### config.mk
export PLATFORM = sky130hd
export DESIGN_NAME = dmux16_dest_queue
export DESIGN_NICKNAME = d
export VERILOG_FILES = /design/src/rtl/dmux16_pkg.sv /design/src/rtl/dmux16_chan_fifo.sv /design/src/rtl/dmux16_dest_queue.sv
export SDC_FILE = /design/constraint.sdc
export NUM_CORES = 1
export LEC_CHECK = 0
export CORE_MARGIN = 1.5
export CORE_UTILIZATION = 49
export CTS_CLUSTER_DIAMETER = 50
export CTS_CLUSTER_SIZE = 30
export DETAILED_ROUTE_END_ITERATION = 6
export GPL_ROUTABILITY_DRIVEN = 0
export PLACE_DENSITY = 0.78
export RECOVER_POWER = 25
export SLEW_MARGIN = 20
export SYNTH_ARGS = -nofsm -noshare
export SYNTH_HDL_FRONTEND = slang
export SYNTH_SLANG_ARGS = --single-unit
export TNS_END_PERCENT = 30
### constraint.sdc
create_clock -name CLK -period 2.9 [get_ports CLK]
set_input_delay 0.58 -clock CLK [delete_from_list [all_inputs] [get_ports CLK]]
set_output_delay 0.58 -clock CLK [all_outputs]
set_load 0.01 [all_outputs]
### src/rtl/dmux16_pkg.sv
// rtl/dmux16_pkg.sv - shared constants for the demux destination queue
package dmux16_pkg;

  localparam int WIDTH = 16;
  localparam int DEPTH = 2;

  // Tag polarity matches the upstream demux select
  localparam logic SEL_A = 1'b0;
  localparam logic SEL_B = 1'b1;

endpackage

### src/rtl/dmux16_chan_fifo.sv
// rtl/dmux16_chan_fifo.sv - single destination channel FIFO with zeroed head when empty
module dmux16_chan_fifo #(
  parameter  int WIDTH = 16,
  parameter  int DEPTH = 2,
  localparam int CW    = $clog2(DEPTH + 1),
  localparam int AW    = (DEPTH > 1) ? $clog2(DEPTH) : 1
) (
  input  logic             CLK,
  input  logic             RST_N,
  input  logic             i_push,
  input  logic [WIDTH-1:0] i_push_data,
  output logic             o_full,
  input  logic             i_pop,
  output logic             o_head_valid,
  output logic [WIDTH-1:0] o_head_data,
  output logic [CW-1:0]    o_count
);

  logic [WIDTH-1:0] r_mem [DEPTH];
  logic [AW-1:0]    r_wr_ptr;
  logic [AW-1:0]    r_rd_ptr;
  logic [CW-1:0]    r_count;
  logic             r_valid;

  logic             w_do_push;
  logic             w_do_pop;
  logic [CW-1:0]    w_count_nxt;

  // Full is judged on the registered count, so a same-cycle pop never frees a slot
  assign o_full    = (r_count == CW'(DEPTH));
  assign w_do_push = i_push & ~o_full;
  assign w_do_pop  = i_pop & r_valid;

  always_comb begin
    w_count_nxt = r_count;
    case ({w_do_push, w_do_pop})
      2'b10:   w_count_nxt = r_count + CW'(1);
      2'b01:   w_count_nxt = r_count - CW'(1);
      default: w_count_nxt = r_count;
    endcase
  end

  always_ff @(posedge CLK) begin
    if (!RST_N) begin
      r_wr_ptr <= '0;
      r_rd_ptr <= '0;
      r_count  <= '0;
      r_valid  <= 1'b0;
    end else begin
      if (w_do_push) r_wr_ptr <= r_wr_ptr + AW'(1);
      if (w_do_pop)  r_rd_ptr <= r_rd_ptr + AW'(1);
      r_count <= w_count_nxt;
      r_valid <= (w_count_nxt != '0);
    end
  end

  // Storage is not reset; stale words are masked by the valid gate on the head
  always_ff @(posedge CLK) begin
    if (w_do_push) r_mem[r_wr_ptr] <= i_push_data;
  end

  assign o_head_valid = r_valid;
  assign o_head_data  = r_valid ? r_mem[r_rd_ptr] : '0;
  assign o_count      = r_count;

endmodule

### src/rtl/dmux16_dest_queue.sv
// rtl/dmux16_dest_queue.sv - routes tagged result words into two independent channel FIFOs
module dmux16_dest_queue #(
  parameter  int WIDTH = dmux16_pkg::WIDTH,
  parameter  int DEPTH = dmux16_pkg::DEPTH,
  localparam int CW    = $clog2(DEPTH + 1)
) (
  input  logic             CLK,
  input  logic             RST_N,
  input  logic             IN_VALID,
  output logic             IN_READY,
  input  logic [WIDTH-1:0] I,
  input  logic             SEL,
  output logic             A_VALID,
  input  logic             A_READY,
  output logic [WIDTH-1:0] A,
  output logic             B_VALID,
  input  logic             B_READY,
  output logic [WIDTH-1:0] B,
  output logic [CW-1:0]    A_COUNT,
  output logic [CW-1:0]    B_COUNT
);

  import dmux16_pkg::*;

  logic w_full_a;
  logic w_full_b;
  logic w_accept;
  logic w_push_a;
  logic w_push_b;

  // Readiness only reflects the channel the current tag points at
  assign IN_READY = RST_N & ~((SEL == SEL_B) ? w_full_b : w_full_a);
  assign w_accept = IN_VALID & IN_READY;
  assign w_push_a = w_accept & (SEL == SEL_A);
  assign w_push_b = w_accept & (SEL == SEL_B);

  dmux16_chan_fifo #(
    .WIDTH (WIDTH),
    .DEPTH (DEPTH)
  ) u_chan_a (
    .CLK          (CLK),
    .RST_N        (RST_N),
    .i_push       (w_push_a),
    .i_push_data  (I),
    .o_full       (w_full_a),
    .i_pop        (A_READY),
    .o_head_valid (A_VALID),
    .o_head_data  (A),
    .o_count      (A_COUNT)
  );

  dmux16_chan_fifo #(
    .WIDTH (WIDTH),
    .DEPTH (DEPTH)
  ) u_chan_b (
    .CLK          (CLK),
    .RST_N        (RST_N),
    .i_push       (w_push_b),
    .i_push_data  (I),
    .o_full       (w_full_b),
    .i_pop        (B_READY),
    .o_head_valid (B_VALID),
    .o_head_data  (B),
    .o_count      (B_COUNT)
  );

endmodule

==> results.md, run 1 <==
* Run status: finished clean
* Setup TNS at 0 ns
* Most used DFF post-synth: edfxtp_1
* DRT iter0 DRCs at 68
* FF-to-FF setup slack at 0.97 ns
* First-pass GRT wire length at 8.86 mm
* Final Hold Viols at 0
* Reg2reg end: u_chan_a.o_count[1]
* Max-capacitance violation count at 0
* Hold Crit Class: register to register
* Multi-input combinational cell area at 847 sq um
* CTS tree: built
* Register Area at 2160 sq um
* Layout cells sized above 1 at 8.63%
* Async SR Flop Fraction at 0%
* Top-count cell post-synth: edfxtp_1
* Shortest period the worst path allows at 2.50 ns
* IO Count at 61
* Min-Delay Startpoint: u_chan_b.r_rd_ptr
* Kind of critical path: register to output port
* H-tree levels at 3
* # resized after CTS at 0
* Max Root-Sink Buffers at 2
* Crit path launch type: register
* WHS Path Cells at 2
* Drt total wl at 5.77 mm
* Sequential power share at 51.9%
* Die W at 81.9 um
* Vias at 1,808
* HPWL after DPL at 3.69 mm
* Seq/Total Area, Yosys at 70.9%
* Total gr overflow at 0
* Post-CTS setup repair buffer count at 0
* Die Span Y at 81.9 um
* Drt first pass iters at 4
* Distinct cells, synth at 24
* Root Driver: clkbuf_8
* VDD IR max at 377 uV
* Clock network fraction of design power at 34.0%
* Final Cycle Share at 86.4%
* Leading area contributor after synthesis: edfxtp_1
* Sw Ratio at 22.5%
* Nets at 297
* Final setup skew at 0.00317 ns
* Gate Count Post-Synth at 202
* Largest net degree at the start of global routing at 19
* Synth Register Bits at 76
* Clock sinks at 76
* Starting Density at 51.2%
* R2r startpoint: u_chan_a.o_count[0]
* Tot GR Track Use at 18.8%
* Worst skew pair latency at 0.33 ns
* RSZ-0062 raised after global routing: no
* Crit end category: output port
* Hold_buf cts at 0
* Routed WL per cell at 16.3 um
* Core area at 5960 sq um
* Combinational share of power at 14.2%
* Power per cell area at 613 nW/um^2
* Port-buffer cells at 60
* Syn_nets at 226
* Worst slew margin at 59.5%
* Num CTS Buffers at 9
* Syn avg cell area at 15.1 sq um
* Initial antenna violation count at 0
* Final setup fails at 0
* Antenna Violating Nets Remaining at 0
* Mapped Area at 3050 sq um
* Share of the synthesized area in the top cell type at 63.0%
* Syn-to-layout area delta at 30.9%
* Crit Path Max Fanout at 12
* Final Slew Violations at 0
* P_sw at 0.550 mW
* Antenna cells at 0
* Max Fclk at 399 MHz
* Fill cells at 456
* Vias in the first global route at 1,811
* Vias/cell at 5.12
* Yosys warns at 0
* DR DRC count at 0
* Post-synth top cells: edfxtp_1 (64), nor2b_1 (34), mux2i_1 (32)
* Number of synthesized flops with an enable pin at 64
* Hold slack final at 0.520 ns
* Worst Path Arrival at 1.92 ns
* Die footprint at 6710 sq um
* Clock-pin slew on the worst setup and hold paths at 0.07 ns
* CP Data Required Time at 2.32 ns
* Leakage power total at 1.31 nW
* Synth area leaders: edfxtp_1 (63%), mux2i_1 (11%), dfxtp_1 (7.9%)
* Rows at 28
* R2R depth at 5
* P_int at 1.90 mW
* Worst-Margin Slew at 0.606 ns
area by class of cell:
type                    count  share of cell area (%)
clock buffers               9                    3.10
clock inverters             7                    2.04
inverters                   3                   0.282
multi-input cells         115                    21.2
flip-flops and latches     76                    54.2
well taps                  75                    2.35
repair buffers             68                    16.9
per-stage QoR:
stage                     instance area, sq um  total power, mW  setup WS [ns]  utilization [%]  cells
final                                     3990             2.45          0.396             67.0    353
after global routing                      3990             2.53          0.325             67.0    353
after CTS                                 3990             2.47          0.372             67.0    353
after detailed placement                  3790             1.65          0.318             63.6    337
after global placement                    3790             1.63          0.372             63.6    337
after floorplan                           3050             1.46          0.174                -    202
worst max-delay path: stages (launching register included):
cell and delay, ns:
dfxtp_1 0.54, buf_12 0.21, mux2i_1 0.08, nor2b_1 0.18, clkdlybuf4s50_1 0.57
cells in the final DEF (no fill, tap or decap):
cell / Yosys / layout
buf_12: 0 / 1
nor2b_1: 34 / 34
o311a_1: 1 / 1
buf_4: 2 / 7
clkinv_2: 0 / 2
clkbuf_8: 0 / 9
nor3_1: 2 / 2
or3_1: 5 / 5
nand3b_1: 2 / 2
dlygate4sd3_1: 0 / 12
nor2_1: 9 / 7
xnor2_1: 4 / 4
o21ai_0: 4 / 4
bufinv_16: 0 / 2
clkinv_1: 0 / 3
nor2_2: 0 / 2
ha_1: 2 / 2
and2_1: 2 / 2
a21oi_1: 6 / 6
nand2b_1: 3 / 3
dfxtp_1: 12 / 12
nand2_1: 3 / 3
inv_1: 3 / 3
and3_1: 1 / 1
xor2_1: 2 / 2
mux2i_1: 32 / 32
clkdlybuf4s50_1: 0 / 48
edfxtp_1: 64 / 64
nor4bb_1: 2 / 2
nor4_2: 0 / 1
worst max-delay path by stage:
stage	from	endpoint	slack, ns	cells after the start
after floorplan	RST_N	u_chan_b.r_mem[0][0]	0.17	2
after global placement	SEL	u_chan_a.o_count[1]	0.37	6
after detailed placement	SEL	u_chan_a.o_count[1]	0.32	6
after CTS	register	B[11]	0.37	4
after global routing	register	B[11]	0.33	4
final	register	B[11]	0.40	4
power groups by stage:
stage | Clock [mW] | Combinational [mW] | Sequential [mW]
after detailed placement | 0 | 0.351 | 1.30
after CTS | 0.847 | 0.354 | 1.27
after floorplan | 0 | 0.187 | 1.27
final | 0.830 | 0.346 | 1.27
after global routing | 0.884 | 0.372 | 1.27
after global placement | 0 | 0.343 | 1.29
flip-flops by register name (all words and copies together), names as in the netlist, named ones only:
signal,flops
u_chan_a.r_rd_ptr,1
u_chan_b.o_count,2
u_chan_a.o_head_valid,1
u_chan_b.r_mem,32
u_chan_a.r_wr_ptr,1
u_chan_b.o_head_valid,1
u_chan_b.r_rd_ptr,1
u_chan_b.r_wr_ptr,1
u_chan_a.o_count,2
u_chan_a.r_mem,32
logic make-up after synthesis:
kind of cell	after synthesis	synth area share, %
AOI/OAI and AO/OA	11	1.97
xor gates and xnor gates	6	1.72
and+or+nand+nor	64	12.4
buffers and inverters	11	1.72
muxes	32	10.5
adders and majority gates	2	0.820
DFF	76	70.9
layer usage:
metal / vias up / track usage (%) / share of wire [%]
li1: 873 / - / -
met1: 883 / 22.9 / 43
met2: 43 / 32.2 / 53
met3: 9 / 3.33 / 3.1
met4: 0 / 9.15 / 1.4
met5: - / 0 / 0
Note: power is estimated with default switching activity, not from simulation.
==> run 2, diff against run 1 <==
- CORE_UTILIZATION: 49 -> 35
- PLACE_DENSITY: 0.78 -> 0.59
==> run 2 against run 1 <==
Compared with the run above:
- critical path depth shrank 1
- critical path type is now input port to output port
- setup slack better by 0.051 ns
- largest power group unchanged
- via count is 4.4% lower
- die area grew 38%
- highest routed layer unchanged
==> results.md, run 2 (synthesis gave the netlist of run 1 again) <==
* Num CTS Buffers at 9
* Kind of critical path: input port to output port
* Drt total wl at 5.69 mm
* CP startpoint: SEL
* Routed WL per cell at 14.8 um
* Final Slew Violations at 0
* Crit end category: output port
* Worst-Margin Slew at 0.542 ns
* Final Hold Viols at 0
* Placed Cells at 368
* # resized after CTS at 0
* Vias/cell at 4.50
* Min-Delay Startpoint: u_chan_a.r_wr_ptr
* Die footprint at 9280 sq um
* Final setup fails at 0
* Nets at 298
* Core area at 8340 sq um
* Largest regs: u_chan_a.r_mem: 32 flops, u_chan_b.r_mem: 32 flops
* Crit Path Max Fanout at 4
* Drt first pass iters at 4
* Worst slew margin at 63.8%
* IO Count at 61
* DR DRC count at 0
* R2r startpoint: u_chan_a.o_count[0]
* DRT iter0 DRCs at 53
* First-pass GRT wire length at 8.32 mm
* Max Fclk at 408 MHz
* Clock sinks at 76
* Initial antenna violation count at 0
* Power per cell area at 573 nW/um^2
* Die Span Y at 96.4 um
* Antenna Violating Nets Remaining at 0
* Antenna cells at 0
* Shortest period the worst path allows at 2.45 ns
* Final std cells w/o fill at 384
* Hold slack final at 0.512 ns
* Clock-pin slew on the worst setup and hold paths at 0.07 ns
* Vias in the first global route at 1,666
* Die W at 96.4 um
* Largest net degree at the start of global routing at 19
* Rows at 33
* Post-CTS setup repair buffer count at 0
* Hold_buf cts at 0
* Final core utilization at 47.8%
* HPWL after DPL at 3.64 mm
* Hold Crit Class: register to register
* Final setup skew at 0.0135 ns
* Syn-to-layout area delta at 30.8%
* Run status: finished clean
* Root Driver: clkbuf_8
* Max Root-Sink Buffers at 2
* Most frequent cells in the layout: edfxtp_1 (64), clkdlybuf4s50_1 (49), nor2b_1 (34)
* CP Data Required Time at 2.32 ns
* Max-capacitance violation count at 0
* Leakage power total at 1.28 nW
* H-tree levels at 3
* Final Cycle Share at 84.6%
* Vias at 1,728
* Worst skew pair latency at 0.34 ns
* Tot GR Track Use at 13.2%
* Fill cells at 762
* Total gr overflow at 0
* Starting Density at 36.6%
* Crit path launch type: input port
* Layout cells sized above 1 at 9.32%
* Port-buffer cells at 60
* VDD IR max at 207 uV
* CTS tree: built
* Setup TNS at 0 ns
* Worst Path Arrival at 1.87 ns
* RSZ-0062 raised after global routing: no
* Commonest non-fill, non-tap cell in the layout: edfxtp_1
==> run 2: worst max-delay path, stage by stage <==
cell and delay [ns]:
clkdlybuf4s50_1 0.45, o311a_1 0.36, clkdlybuf4s50_1 0.48
==> run 2: routing by layer <==
layer	GRT usage [%]	vias to the layer above	part of all wire, %
met4	7.25	0	1.8
met3	3.95	9	4.1
li1	-	873	-
met2	21.3	38	49
met5	0	-	0
met1	15.8	808	45
==> run 2: final cells by class <==
| class | instances | area, sq um | share of cell area, % |
|---|---|---|---|
| flip-flops and latches | 76 | 2160 | 54.2 |
| inverters | 3 | 11.3 | 0.282 |
| repair buffers | 69 | 668 | 16.8 |
| multi-input cells | 115 | 847 | 21.2 |
| well taps | 105 | 131 | 3.29 |
| clock inverters | 6 | 41.3 | 1.04 |
| clock buffers | 10 | 128 | 3.20 |
==> run 2: final timing paths <==
kind | end | slack (ns) | cells after the start
max | IN_READY | 0.45 | 3
min reg2reg | u_chan_a.r_wr_ptr | 0.51 | 2
max reg2reg | u_chan_a.o_count[1] | 0.99 | 5
min | u_chan_a.r_wr_ptr | 0.51 | 2
==> run 2: through the flow <==
step                      cell area [sq um]  total power [mW]  setup slack (ns)
after floorplan                        3050              1.46             0.174
after global placement                 3820              1.64             0.368
after detailed placement               3820              1.65             0.303
after CTS                              3990              2.33             0.394
after global routing                   3990              2.39             0.315
final                                  3990              2.29             0.447
==> run 2: report_power, final <==
group / switching (mW) / total, mW / internal (mW) / leakage (nW)
clock network: 0.367 / 0.676 / 0.309 / 0.0799
registers: 0.0359 / 1.26 / 1.22 / 0.679
logic: 0.152 / 0.352 / 0.200 / 0.525
==> run 3, diff against run 2 <==
- clock period: 2.9 -> 2.4 ns (I/O delays scaled with it)
==> run 3 against run 2 <==
Compared with the run above:
- core utilization is 1.5 points higher
- total power grew 30%
- critical path type unchanged
- non-clock buffer count up 7
- via count is 4.6% higher
- routed wire length is 0.53% higher
- sequential power rose by 21%
- flip-flop and latch count unchanged
- clock skew down 0.00086 ns
- die area is the same
- final cell count rose by 1.8%
- sequential share of layout area fell by 1.7 points
- register-to-register slack worse by 0.44 ns
==> results.md, run 3 (synthesis gave the netlist of run 1 again) <==
* CP startpoint: RST_N
* FF-to-FF setup slack at 0.55 ns
* VDD IR max at 294 uV
* HPWL after DPL at 3.83 mm
* Fill cells at 737
* WHS Path Cells at 2
* CP peak stage delay at 0.53 ns
* Initial antenna violation count at 0
* Final Slew Violations at 0
* Nets at 305
* Commonest non-fill, non-tap cell in the layout: edfxtp_1
* Leakage power total at 1.35 nW
* Cell mode on critical path: clkdlybuf4s50_1
* Clock-pin slew on the worst setup and hold paths at 0.07 ns
* Routed WL per cell at 14.6 um
* Final std cells w/o fill at 391
* Hold Crit Class: register to register
* Syn-to-layout area delta at 34.9%
* Drt first pass iters at 5
* Worst Path Arrival at 1.77 ns
* Max-capacitance violation count at 0
* Rows at 33
* Max Fclk at 445 MHz
* H-tree levels at 3
* R2R depth at 6
* WP buf/inv at 3
* Root Driver: clkbuf_8
* Run status: finished clean
* Crit Path Max Fanout at 3
* Starting Density at 36.6%
* Worst-Margin Slew at 0.316 ns
* Port-buffer cells at 60
* R2r startpoint: u_chan_a.o_count[0]
* Area after DPL at 3910 sq um
* IO Count at 61
* Kind of critical path: input port to output port
* Antenna cells at 0
* Core area at 8340 sq um
* Critical path depth in cells at 4
* Shortest period the worst path allows at 2.25 ns
* Final Hold Viols at 0
* Total gr overflow at 0
* Final Cycle Share at 93.6%
* Final instance area at 4120 sq um
* CP Data Required Time at 1.92 ns
* Hold slack final at 0.525 ns
* Drt total wl at 5.72 mm
* RSZ-0062 raised after global routing: no
* Layout cells sized above 1 at 12.2%
* Num CTS Buffers at 9
* First-pass GRT wire length at 8.88 mm
* Crit end category: output port
* Worst slew margin at 78.9%
* Worst skew pair latency at 0.34 ns
* Die Span Y at 96.4 um
* Vias at 1,808
* Vias/cell at 4.62
* Tot GR Track Use at 13.5%
* Crit path launch type: input port
* Final setup skew at 0.0126 ns
* Clock sinks at 76
* Reg2reg end: u_chan_a.o_count[1]
* Die W at 96.4 um
* Most frequent cells in the layout: edfxtp_1 (64), clkdlybuf4s50_1 (48), nor2b_1 (33)
* Largest regs: u_chan_a.r_mem: 32 flops, u_chan_b.r_mem: 32 flops
* Die footprint at 9280 sq um
* Power, Total at 2.98 mW
* CP Capture Point: IN_READY
* Max Root-Sink Buffers at 2
* Crit-path cells: clkdlybuf4s50_1 -> buf_4 -> o311a_1 -> clkdlybuf4s50_1
* DRT iter0 DRCs at 91
* Final setup fails at 0
* Crit-path leading delay family: buffers and inverters
* Final core utilization at 49.4%
* Power per cell area at 723 nW/um^2
* DR DRC count at 0
* Largest net degree at the start of global routing at 19
* CTS tree: built
* Post-CTS setup repair buffer count at 0
* Max stage delay cell, worst path: clkdlybuf4s50_1
* Min-Delay Startpoint: u_chan_a.r_rd_ptr
* Placed Cells at 375
* Antenna Violating Nets Remaining at 0
* Vias in the first global route at 1,727
## run 3: where the power goes
part / leakage [nW] / internal [mW] / switching, mW / total (mW)
Clock: 0.107 / 0.577 / 0.434 / 1.01
Sequential: 0.680 / 1.48 / 0.0422 / 1.52
Combinational: 0.566 / 0.254 / 0.190 / 0.444
## run 3: layout make-up
type | count | area, sq um | share of cell area (%)
timing repair buffer | 76 | 746 | 18.1
tap | 105 | 131 | 3.19
clock buffer | 10 | 128 | 3.10
multi-input combinational | 115 | 858 | 20.9
inverter | 3 | 11.3 | 0.274
clock inverter | 6 | 78.8 | 1.91
sequential | 76 | 2160 | 52.6
## run 3: tightest hold or removal path, delay by kind of cell (launching register included)
kind	cells	cell delay, ns
xor+xnor	1	0.09
flops	1	0.32
simple gates	1	0.08
## run 3: worst min path at each step
stage                              endpoint  slack [ns]
after floorplan           u_chan_a.r_wr_ptr        0.47
after global placement    u_chan_b.r_rd_ptr        0.50
after detailed placement           register        0.51
after CTS                          register        0.53
after global routing      u_chan_a.r_wr_ptr        0.55
final                              register        0.52
## run 3: metal layers
metal	track usage (%)	vias to the layer above	wire length [um]	share of wire (%)
met5	0	-	0	0
met4	6.88	0	78	1.4
li1	-	886	-	-
met1	17.6	877	2660	46
met3	2.53	5	232	4.1
met2	21.6	40	2750	48
## run 3: repair_timing
action / 4_1_cts / 5_1_grt
hold buffers: 0 / 0
resized for setup: 0 / 2
setup endpoints to repair: 0 / 6
## run 3: stage by stage
| step | setup WS, ns | TNS, ns |
|---|---|---|
| floorplan | 0.295 | 0 |
| global placement | 0.0513 | 0 |
| detailed placement | -0.00619 | -0.00619 |
| CTS | 0.0287 | 0 |
| global route | 0.0527 | 0 |
| finish | 0.153 | 0 |
